**src/rtl/pc_fetch_ctrl.sv**
```systemverilog
// Fetch PC generator and IF segment-register driver: sequential fetch, I-cache miss wait,
// hazard stalls and redirects, with redirects seen during a miss deferred until the refill.
// Optional performance counters are enabled by defining PC_FETCH_PERF_CNT_EN.
module pc_fetch_ctrl #(
    parameter logic [31:0] RESET_PC = 32'h0000_0000,
    parameter int unsigned PC_STEP  = 4
) (
    input  logic        clk,
    input  logic        rst,
    input  logic        stall_in,
    input  logic        redirect_valid,
    input  logic [31:0] redirect_pc,
    input  logic        icache_miss,
    output logic        fetch_req,
    output logic [31:0] fetch_pc,
    output logic [31:0] if_pc,
    output logic        if_en,
    output logic        if_flush,
`ifdef PC_FETCH_PERF_CNT_EN
    output logic [31:0] miss_cycles,
    output logic [31:0] redirect_cnt,
`endif
    output logic        busy
);

    localparam int unsigned PC_W = 32;

    typedef enum logic {RUN, MISS_WAIT} state_t;

    state_t          state, state_nxt;
    logic [PC_W-1:0] pc_reg, pc_nxt;
    logic            pend_valid, pend_valid_nxt;
    logic [PC_W-1:0] pend_pc, pend_pc_nxt;
    logic            en_nxt, flush_nxt;
    logic [PC_W-1:0] redir_aligned;
    logic [PC_W-1:0] pc_inc;

    assign redir_aligned = {redirect_pc[31:2], 2'b00};
    assign pc_inc        = pc_reg + PC_W'(PC_STEP);

    // Next-state decision; priority redirect > miss > stall > advance
    always_comb begin
        state_nxt      = state;
        pc_nxt         = pc_reg;
        pend_valid_nxt = pend_valid;
        pend_pc_nxt    = pend_pc;
        en_nxt         = 1'b0;
        flush_nxt      = 1'b0;
        case (state)
            RUN: begin
                if (redirect_valid) begin
                    pc_nxt    = redir_aligned;
                    flush_nxt = 1'b1;
                end else if (icache_miss) begin
                    state_nxt = MISS_WAIT;
                end else if (!stall_in) begin
                    en_nxt = 1'b1;
                    pc_nxt = pc_inc;
                end
            end
            MISS_WAIT: begin
                if (icache_miss) begin
                    if (redirect_valid) begin
                        pend_valid_nxt = 1'b1;
                        pend_pc_nxt    = redir_aligned;
                    end
                end else begin
                    state_nxt      = RUN;
                    pend_valid_nxt = 1'b0;
                    if (redirect_valid) begin
                        pc_nxt    = redir_aligned;
                        flush_nxt = 1'b1;
                    end else if (pend_valid) begin
                        pc_nxt    = pend_pc;
                        flush_nxt = 1'b1;
                    end else if (!stall_in) begin
                        en_nxt = 1'b1;
                        pc_nxt = pc_inc;
                    end
                end
            end
            default: state_nxt = RUN;
        endcase
    end

    always_ff @(posedge clk) begin
        if (rst) begin
            state      <= RUN;
            pc_reg     <= RESET_PC;
            pend_valid <= 1'b0;
            pend_pc    <= '0;
        end else begin
            state      <= state_nxt;
            pc_reg     <= pc_nxt;
            pend_valid <= pend_valid_nxt;
            pend_pc    <= pend_pc_nxt;
        end
    end

    assign fetch_pc  = pc_reg;
    assign if_pc     = pc_reg;
    assign fetch_req = !rst;
    assign if_en     = !rst && en_nxt;
    assign if_flush  = !rst && flush_nxt;
    assign busy      = !rst && (state == MISS_WAIT);

`ifdef PC_FETCH_PERF_CNT_EN
    always_ff @(posedge clk) begin
        if (rst) begin
            miss_cycles  <= '0;
            redirect_cnt <= '0;
        end else begin
            if (state == MISS_WAIT) miss_cycles <= miss_cycles + 32'd1;
            if (if_flush)           redirect_cnt <= redirect_cnt + 32'd1;
        end
    end
`endif

endmodule

```
**config.mk**
```make
export PLATFORM = sky130hd
export DESIGN_NAME = pc_fetch_ctrl
export DESIGN_NICKNAME = d
export VERILOG_FILES = /design/src/rtl/pc_fetch_ctrl.sv
export SDC_FILE = /design/constraint.sdc
export NUM_CORES = 1
export LEC_CHECK = 0
export ABC_CLOCK_PERIOD_IN_PS = 1800
export BUFFER_PORTS_ARGS = -buffer_cell sky130_fd_sc_hd__buf_4
export CAP_MARGIN = 30
export CORE_MARGIN = 4
export CORE_UTILIZATION = 47
export DETAILED_ROUTE_END_ITERATION = 8
export GPL_ROUTABILITY_DRIVEN = 0
export PLACE_DENSITY = 0.75
export SYNTH_ARGS = -nofsm -noshare
export SYNTH_HDL_FRONTEND = slang
export SYNTH_SLANG_ARGS = --single-unit
```
**constraint.sdc**
```tcl
create_clock -name clk -period 1.8 [get_ports clk]
set_input_delay 0.36 -clock clk [delete_from_list [all_inputs] [get_ports clk]]
set_output_delay 0.36 -clock clk [all_outputs]
set_load 0.01 [all_outputs]
```
==> run_results.csv <==
group,metric,value,unit
cells_and_area,fin_cells,701,
worst_setup_path,startpoint_type,"register",
synthesis,ys_top_cells_by_area,"dfxtp_1 (34%), nand2_1 (9.9%), a21oi_1 (8.2%), buf_4 (7.0%), o21ai_0 (5.6%)",
grt,grt_pass1_wl,17.75,mm
worst_hold_path,hp-start,"redirect_pc[11]",
cells_and_area,drive_gt1_share,32.89,%
drt,ant_nets,0,
worst_setup_path,endpoint_kind,"output port",
clock_network,ctsLongestPathBuffers,2,
cells_and_area,antenna_cells,0,
sta,slew_viol_final,0,
worst_hold_path,hp-class,"primary input to register",
synthesis,synthCells,490,
placed_design,dp_hpwl,8.414,mm
drt,dr_total_vias,4097,
worst_hold_path,holdPathEnd,"pend_pc[11]",
floorplan,die_w,96.02,um
worst_setup_path,setup.worst_path.class,"register to output port",
job,maxCapViolCount,0,
floorplan,io_pins,105,
run_status,status,"finished, final reports clean",
sta,setup_violations,0,
floorplan,start_util,49.15,%
drt,drt_first_iter_violations,288,
drt,firstDrtPassIters,5,
grt,grtUsageTotal,25.17,%
synthesis,synth.distinct_cells,55,
grt,globalRouteOverflowTotal,0,
synthesis,mappedNetlistArea,0.003641,sq mm
synthesis,yosysTopAreaCell,"dfxtp_1",
worst_setup_path,r2r-start,"fetch_pc[2]",
worst_setup_path,worstPathArrival,1.42,ns
clock_network,cts.clk_slew.worst_paths,0.07,ns
clock_network,cts_hold_buf,0,
clock_network,cts_buffers,9,
synthesis,yosysTopAreaCellShare,34.09,%
synthesis,syn_area_per_cell,7.431,sq um
floorplan,core_area,0.007408,sq mm
clock_network,clock-sinks,62,
grt,antenna_found_initial,0,
synthesis,seq_area_frac_synth,34.09,%
drt,drc,0,
floorplan,die_area,0.009219,sq mm
placed_design,numPortBuffers,98,
placed_design,dp_cells,679,
synthesis,synth_edf_count,0,
clock_network,clockRootBuffer,"clkbuf_8",
worst_setup_path,reg2reg_depth,6,
sta,hold_violations,0,
synthesis,yosysWarnings,0,
power_and_ir_drop,power_leakage,2.020,nW
cells_and_area,n_fill_cell,628,
sta,fmax,562.2,MHz
clock_network,cts_tree,"done",
placed_design,place_area,0.004559,sq mm
sta,post-route-period-util,98.81,%
sta,rsz0062_at_grt,"yes",
worst_hold_path,holdPathStages,3,
cells_and_area,area_growth,34.05,%
grt,grt_pass1_vias,3502,
cells_and_area,stdcell_area,0.004881,sq mm
sta,fin_skew,0.008067,ns
worst_setup_path,worstReg2RegEnd,"fetch_pc[26]",
drt,via_per_inst,5.845,
power_and_ir_drop,power.density,736.2,mW/mm^2
grt,grt_max_degree,31,
floorplan,num_rows,31,
clock_network,clk_latency,0.35,ns
synthesis,async_reset_ff_share,0,%
cells_and_area,nNetsFinal,636,
floorplan,die_h,96.02,um
worst_setup_path,required,1.44,ns
synthesis,ys.flop_type,"dfxtp_1",
synthesis,ys_ff_latch,62,
drt,wl_per_cell,16.67,um
sta,finalCriticalPeriod,1.779,ns
power_and_ir_drop,peakVddDrop,0.3843,mV
worst_setup_path,worstPathMaxFanout,7,
worst_setup_path,rrSetupSlack,0.04,ns
drt,wirelength,11.68,mm
clock_network,cts_max_level,3,
-- area by class of cell --
class / count / area [sq um] / area share, %
multi-input combinational: 351 / 2027 / 41.53
sequential: 62 / 1247 / 25.56
timing repair buffer: 157 / 1211 / 24.81
clock buffer: 12 / 165.2 / 3.384
tap: 99 / 123.9 / 2.538
inverter: 17 / 63.81 / 1.307
clock inverter: 3 / 42.54 / 0.8716
-- critical path, stage by stage, from the launching register on --
cell and delay, ns:
dfxtp_4 0.38, nand2_4 0.07, buf_6 0.12, nand2_4 0.06, nor4_4 0.28, buf_4 0.16
-- Yosys cell counts (3+ instances only) --
cell type and instances:
a211oi_1 3, a21o_1 5, a21oi_1 60, a22o_1 5, a41oi_1 3, and2_1 4, and3_1 4, and4_1 3
buf_1 4, buf_2 9, buf_4 34, clkbuf_1 15, dfxtp_1 62, inv_1 16, nand2_1 96, nand2b_1 6
nand3_1 13, nand4_1 7, nor2_1 13, nor3_1 5, nor4_1 6, o211ai_1 10, o21ai_0 41, o21ai_1 4
o2bb2ai_1 13, or3_1 10
-- worst max-delay path by stage --
| stage | startpoint | cells after the start | slack, ns | end |
|---|---|---|---|---|
| 2_1_floorplan | fetch_pc[3] | 6 | -0.0005 | fetch_pc[26] |
| 3_3_place_gp | stall_in | 7 | 0.05 | fetch_pc[26] |
| 3_5_place_dp | stall_in | 6 | 0.04 | fetch_pc[29] |
| 4_1_cts | state | 5 | 0.002 | if_en |
| 5_1_grt | fetch_pc[2] | 8 | -0.06 | fetch_pc[16] |
| 6_report | state | 5 | 0.02 | if_en |
-- where the power goes --
part / leakage [nW] / total, mW / internal (mW) / switching (mW)
clock: 0.104 / 1.30 / 0.743 / 0.559
combinational: 1.41 / 0.781 / 0.381 / 0.400
sequential: 0.508 / 1.51 / 1.44 / 0.0699
-- metal layers --
metal  share of wire, %  GRT usage [%]  routed length, um
met1                 42          34.63               4948
met2                 46          39.22               5386
met3                9.9          5.395               1151
met4                1.7          7.938                197
met5                  0              0                  0
-- what timing repair did --
item / 4_1_cts / 5_1_grt
resized for setup: 5 / 11
hold endpoints to repair: 0 / 0
endpoints found under the setup margin: 2 / 4
buffers inserted: 1 / 6
pin swaps: 0 / 2
-- through the flow --
step | hold slack, ns | setup TNS (ns) | utilization (%) | setup WS, ns | total power, mW
floorplan | 0.4319 | -0.0004822 | - | -0.0004822 | 1.938
global placement | 0.4376 | 0 | 61.54 | 0.05354 | 2.271
detailed placement | 0.4432 | 0 | 61.54 | 0.03570 | 2.287
CTS | 0.2613 | 0 | 64.67 | 0.001758 | 3.568
global route | 0.2615 | -0.2086 | 65.88 | -0.06309 | 3.740
finish | 0.2658 | 0 | 65.88 | 0.02133 | 3.594
-- logic make-up after synthesis --
family | after synthesis | share of synthesized area, %
adder cells (fa/ha/maj) | 1 | 0.3436
buffers and inverters | 80 | 12.27
flip-flops | 62 | 34.09
multiplexers | 1 | 0.2749
AO/OA/AOI/OAI | 158 | 26.50
XOR/XNOR | 4 | 0.9624
other | 1 | 0.1030
AND/OR/NAND/NOR | 183 | 25.46
-- cell usage in the layout, fill, tap and decap left out, drive strengths merged, types with 6 or more instances in the layout --
cell,synthesis,layout
buf,48,157
nand2,96,96
dfxtp,62,62
a21oi,61,61
o21ai,45,45
inv,17,17
nand3,15,15
o2bb2ai,13,13
nor2,13,13
clkbuf,15,12
o211ai,10,10
or3,10,10
nand4,8,8
nor4,8,8
nand2b,6,6
and3,6,6
-- sequential cells by signal (all words and copies together), names as in the netlist --
register    cells
fetch_pc       30
state           1
pend_pc        30
pend_valid      1
Note: power is estimated with default switching activity, not from simulation.
